==> config.mk <==
export PLATFORM = sky130hd
export DESIGN_NAME = rotary_encoder_ctrl
export DESIGN_NICKNAME = d
export VERILOG_FILES = /design/src/rtl/rotary_encoder_ctrl.sv
export SDC_FILE = /design/constraint.sdc
export NUM_CORES = 1
export LEC_CHECK = 0
export BUFFER_PORTS_ARGS = -buffer_cell sky130_fd_sc_hd__buf_2
export CORE_ASPECT_RATIO = 1.25
export CORE_MARGIN = 1
export CORE_UTILIZATION = 58
export CTS_CLUSTER_SIZE = 10
export DETAILED_ROUTE_END_ITERATION = 6
export PLACE_DENSITY = 0.81
export SLEW_MARGIN = 20
export SYNTH_ARGS = -nofsm -noshare
export SYNTH_HDL_FRONTEND = slang
export SYNTH_SLANG_ARGS = --single-unit
==> constraint.sdc <==
create_clock -name clk -period 2.5 [get_ports clk]
set_clock_uncertainty 0.05 [all_clocks]
set_input_delay 0.375 -clock clk [delete_from_list [all_inputs] [get_ports clk]]
set_output_delay 0.375 -clock clk [all_outputs]
set_load 0.1 [all_outputs]
==> src/rtl/rotary_encoder_ctrl.sv <==
// rotary_encoder_ctrl: synchronised, filtered rotary encoder decoder with bounded position counter and debounced key.
module rotary_encoder_filt #(
  parameter int LEN = 4
) (
  input  logic clk,
  input  logic rst,
  input  logic d,
  output logic q,
  output logic flip
);
  localparam int W = $clog2(LEN + 1);
  logic [W-1:0] c;
  // flip marks the edge on which q takes the new level
  assign flip = (d != q) && (c == W'(LEN - 1));
  always_ff @(posedge clk or posedge rst)
    if (rst) begin
      q <= 1'b1;
      c <= '0;
    end else begin
      q <= flip ? d : q;
      c <= (d != q && !flip) ? c + 1'b1 : '0;
    end
endmodule

module rotary_encoder_ctrl #(
  parameter int CNT_W    = 8,
  parameter int CNT_MIN  = 0,
  parameter int CNT_MAX  = 255,
  parameter bit WRAP     = 1'b1,
  parameter int FILT_LEN = 4,
  parameter int KEY_DB   = 16
) (
  input  logic             clk,
  input  logic             rst,
  input  logic             s1,
  input  logic             s2,
  input  logic             key,
  input  logic             clr,
  output logic [CNT_W-1:0] cnt,
  output logic             step_cw,
  output logic             step_ccw,
  output logic             key_level,
  output logic             key_press
);
  typedef enum logic [1:0] {IDLE, ARMED, DETECT, RELEASE} state_t;
  localparam logic [CNT_W-1:0] MIN_V = CNT_W'(CNT_MIN);
  localparam logic [CNT_W-1:0] MAX_V = CNT_W'(CNT_MAX);
  logic [1:0] s1_sy, s2_sy, key_sy;
  logic fs1, fs2, kd, fs1_flip, fs2_flip, kd_flip;
  logic cw, ccw;
  logic [CNT_W-1:0] cnt_up, cnt_dn;
  state_t state, nxt;
  always_ff @(posedge clk or posedge rst)
    if (rst) begin
      s1_sy  <= '1;
      s2_sy  <= '1;
      key_sy <= '1;
    end else begin
      s1_sy  <= {s1_sy[0], s1};
      s2_sy  <= {s2_sy[0], s2};
      key_sy <= {key_sy[0], key};
    end
  rotary_encoder_filt #(.LEN(FILT_LEN)) u_f1 (.clk(clk), .rst(rst), .d(s1_sy[1]), .q(fs1), .flip(fs1_flip));
  rotary_encoder_filt #(.LEN(FILT_LEN)) u_f2 (.clk(clk), .rst(rst), .d(s2_sy[1]), .q(fs2), .flip(fs2_flip));
  rotary_encoder_filt #(.LEN(KEY_DB))   u_fk (.clk(clk), .rst(rst), .d(key_sy[1]), .q(kd), .flip(kd_flip));
  always_comb begin
    nxt = state;
    cw  = 1'b0;
    ccw = 1'b0;
    case (state)
      IDLE:   nxt = ARMED;
      ARMED:  nxt = fs2 ? ARMED : DETECT;
      DETECT: begin
        cw  = fs2 & ~fs1;
        ccw = fs2 & fs1;
        nxt = fs2 ? RELEASE : DETECT;
      end
      default: nxt = fs1 ? IDLE : RELEASE;
    endcase
  end
  assign cnt_up = (cnt == MAX_V) ? (WRAP ? MIN_V : MAX_V) : cnt + 1'b1;
  assign cnt_dn = (cnt == MIN_V) ? (WRAP ? MAX_V : MIN_V) : cnt - 1'b1;
  assign key_level = ~kd;
  always_ff @(posedge clk or posedge rst)
    if (rst) begin
      state     <= IDLE;
      cnt       <= MIN_V;
      step_cw   <= 1'b0;
      step_ccw  <= 1'b0;
      key_press <= 1'b0;
    end else begin
      state     <= nxt;
      cnt       <= clr ? MIN_V : cw ? cnt_up : ccw ? cnt_dn : cnt;
      step_cw   <= cw;
      step_ccw  <= ccw;
      key_press <= kd_flip & kd;
    end
endmodule

==> out/results.tsv <==
metric	value	unit
run_status	completed	
ctsHoldBuffers	0	
synth_edf_count	0	
fmax	0.490	GHz
cp_slowest_cell	dfrtp_1	
power	2.57	mW
ys.flop_type	dfrtp_1	
dp_slack	0.477	ns
finalCritPeriodShare	0.816	
endpoint_kind	flip-flop	
std_cell_rows	22	
vdd.ir_drop.worst	0.000945	V
max_stage_delay	0.51	ns
synth-async-reset-ratio	1.00	
pin_count	18	
cellPowerDensity	1310	nW/um^2
dieArea	3280	sq um
grt_pass1_wl	5.82	mm
ant_nets	0	
ys_ff_latch	33	
area_growth	10.5	%
grt_antenna_before_repair	0	
fin_ws	0.460	ns
drt_iter0_drc	38	
crit_required	2.72	ns
ys_warn_count	0	
dr.pass1.iters	5	
gp_congestion	0.915	
clock_path_buffers	2	
rsz0062_at_grt	false	
hp-class	in -> reg	
num_vias	1327	
drt_wl_total	3.34	mm
chipHeight	63.8	um
worstSetupStartpointType	flip-flop	
cts_buffers	5	
slew_headroom	0.477	
crit_chain	inv_1, ha_1, or4b_4, a2111oi_4, a211oi_2, a211oi_2	
syn_area_per_cell	10.6	sq um
worstSetupPathType	reg -> reg	
ys_types	47	
placed_area	1860	sq um
core-area	2920	sq um
clk_latency	0.34	ns
synth_area	1770	sq um
drive_above_1_share	0.269	
drv_cap	0	
p_leak	0.925	nW
worst_pin_slew	0.783	ns
netlist.area_leader.share	0.339	
postLayoutCoreUtil	0.672	
numPortBuffers	17	
clk_pin_slew_worst_paths	0.11	ns
final_area	1960	sq um
synth_top_cell_by_area	dfrtp_1	
fp.dieW	51.5	um
cts_tree	yes	
crit_family	compound AO/OA/AOI/OAI gates	
drc_errors	0	
finalSetupViolations	0	
floorplan.initialDensity	0.608	
r2r_start	cnt[0]	
post_cts_buffers	0	
fin_nets	200	
critPathMaxFanout	11	
synth_fp_nets	182	
grt_overflow	0	
dp_hpwl	2.46	mm
min_period	2.04	ns
cts_max_level	2	
synth.area.top_cells	dfrtp_1 34%, dfstp_2 13%, ha_1 6.4%, nor2_1 4.2%, inv_1 3.2%	
hold_viol_final	0	
critPathArrivalTime	2.26	ns
hold_start	s2	
ctsResizeCount	0	
cp.buffers_inverters	1	
grt_max_degree	23	
vias_per_cell	5.98	
fin_setup_tns	0	ns
cts-root-buf	clkbuf_4	
path_common_cell	a211oi_2	
cts.sinks	33	
diodes	0	
synth_seq_area_share	0.472	
post_drt_wl_per_cell	15.0	um
setup.worst_path.start	cnt[0]	
synthCells	167	
slew_viol_final	0	
grt_pass1_vias	1364	
track_usage	0.244	
==> registers in the layout (all words and copies together) (netlist names) <==
register,cells
step_ccw,1
cnt,8
u_f2.c,3
u_fk.c,5
u_f1.c,3
state,2
step_cw,1
s1_sy,2
u_f1.q,1
u_f2.q,1
s2_sy,2
key_press,1
key_sy,2
u_fk.q,1
==> layout by cell type, fill, tap and decap left out, drive strengths merged, types with 3 or more instances in the layout <==
cell and count:
dfrtp 24, xor2 5, a31oi 4, nor2 20, o21ai 5, and4 4
a21oi 6, nor3 4, ha 9, clkbuf 5, xnor2 4, inv 15
a211oi 3, nand2 8, nand2b 3, buf 19, dfstp 9, nand3 7
==> path summary, 6_finish.rpt <==
| kind | to | slack [ns] | cells past startpoint |
|---|---|---|---|
| setup / recovery | cnt[6] | 0.46 | 6 |
| hold / removal | s2_sy[0] | 0.07 | 1 |
| setup reg to reg | cnt[6] | 0.46 | 6 |
| hold reg to reg | s1_sy[1] | 0.31 | 0 |
| max in group asynchronous | u_fk.q | 1.62 | 3 |
| min in group asynchronous | u_f2.c[2] | 0.11 | 2 |
==> synth_stat cells, types with 2 or more instances <==
master,number
o21ai_0,5
and4_1,2
a22o_1,2
nand3_1,7
xor2_1,5
and4_2,2
clkbuf_1,4
dfrtp_1,24
a32o_1,2
nor2_1,20
inv_1,15
nand4bb_2,2
nand2b_1,3
a21oi_1,6
clkbuf_8,2
nand2_1,8
dfstp_2,9
a41o_1,2
o31ai_1,2
a31oi_1,4
xnor2_1,4
a211oi_2,2
nor3_1,3
ha_1,9
==> metrics by stage <==
stage,hold WS [ns],instances
finish,0.0720,222
global route,0.0576,222
CTS,0.0705,222
detailed placement,0.298,214
global placement,0.295,214
floorplan,0.295,167
==> logic make-up (layout without fill, tap and decap cells) <==
family / after synthesis / count (layout) / synth area share
AO/OA/AOI/OAI: 36 / 36 / 0.164
buffers and inverters: 23 / 42 / 0.0663
adder cells (fa/ha/maj): 9 / 9 / 0.0635
XOR/XNOR: 9 / 9 / 0.0445
multiplexers: 1 / 1 / 0.00635
AND/OR/NAND/NOR: 56 / 56 / 0.183
flip-flops: 33 / 33 / 0.472
==> routing by layer <==
metal  wire (um)  vias up  share of wire  global-route usage
li1            -      628              -                   -
met1        1350      629           0.40               0.287
met2        1640       52           0.49               0.390
met3         202       18          0.060              0.0690
met4         148        0          0.044               0.145
met5           0        -              0                   0
==> where the power goes <==
part | switching [mW] | internal [mW] | total [mW]
logic | 0.775 | 0.427 | 1.20
clock network | 0.182 | 0.309 | 0.492
registers | 0.208 | 0.668 | 0.876
total | 1.17 | 1.40 | 2.57
==> final cells by class <==
class / instances / area (sq um)
Sequential cell: 33 / 837
Inverter: 15 / 56.3
Tap cell: 36 / 45.0
Multi-Input combinational cell: 111 / 818
Timing Repair Buffer: 19 / 100
Clock inverter: 3 / 65.1
Fill cell: 227 / 958
Clock buffer: 5 / 37.5
Note: power is estimated with default switching activity, not from simulation.
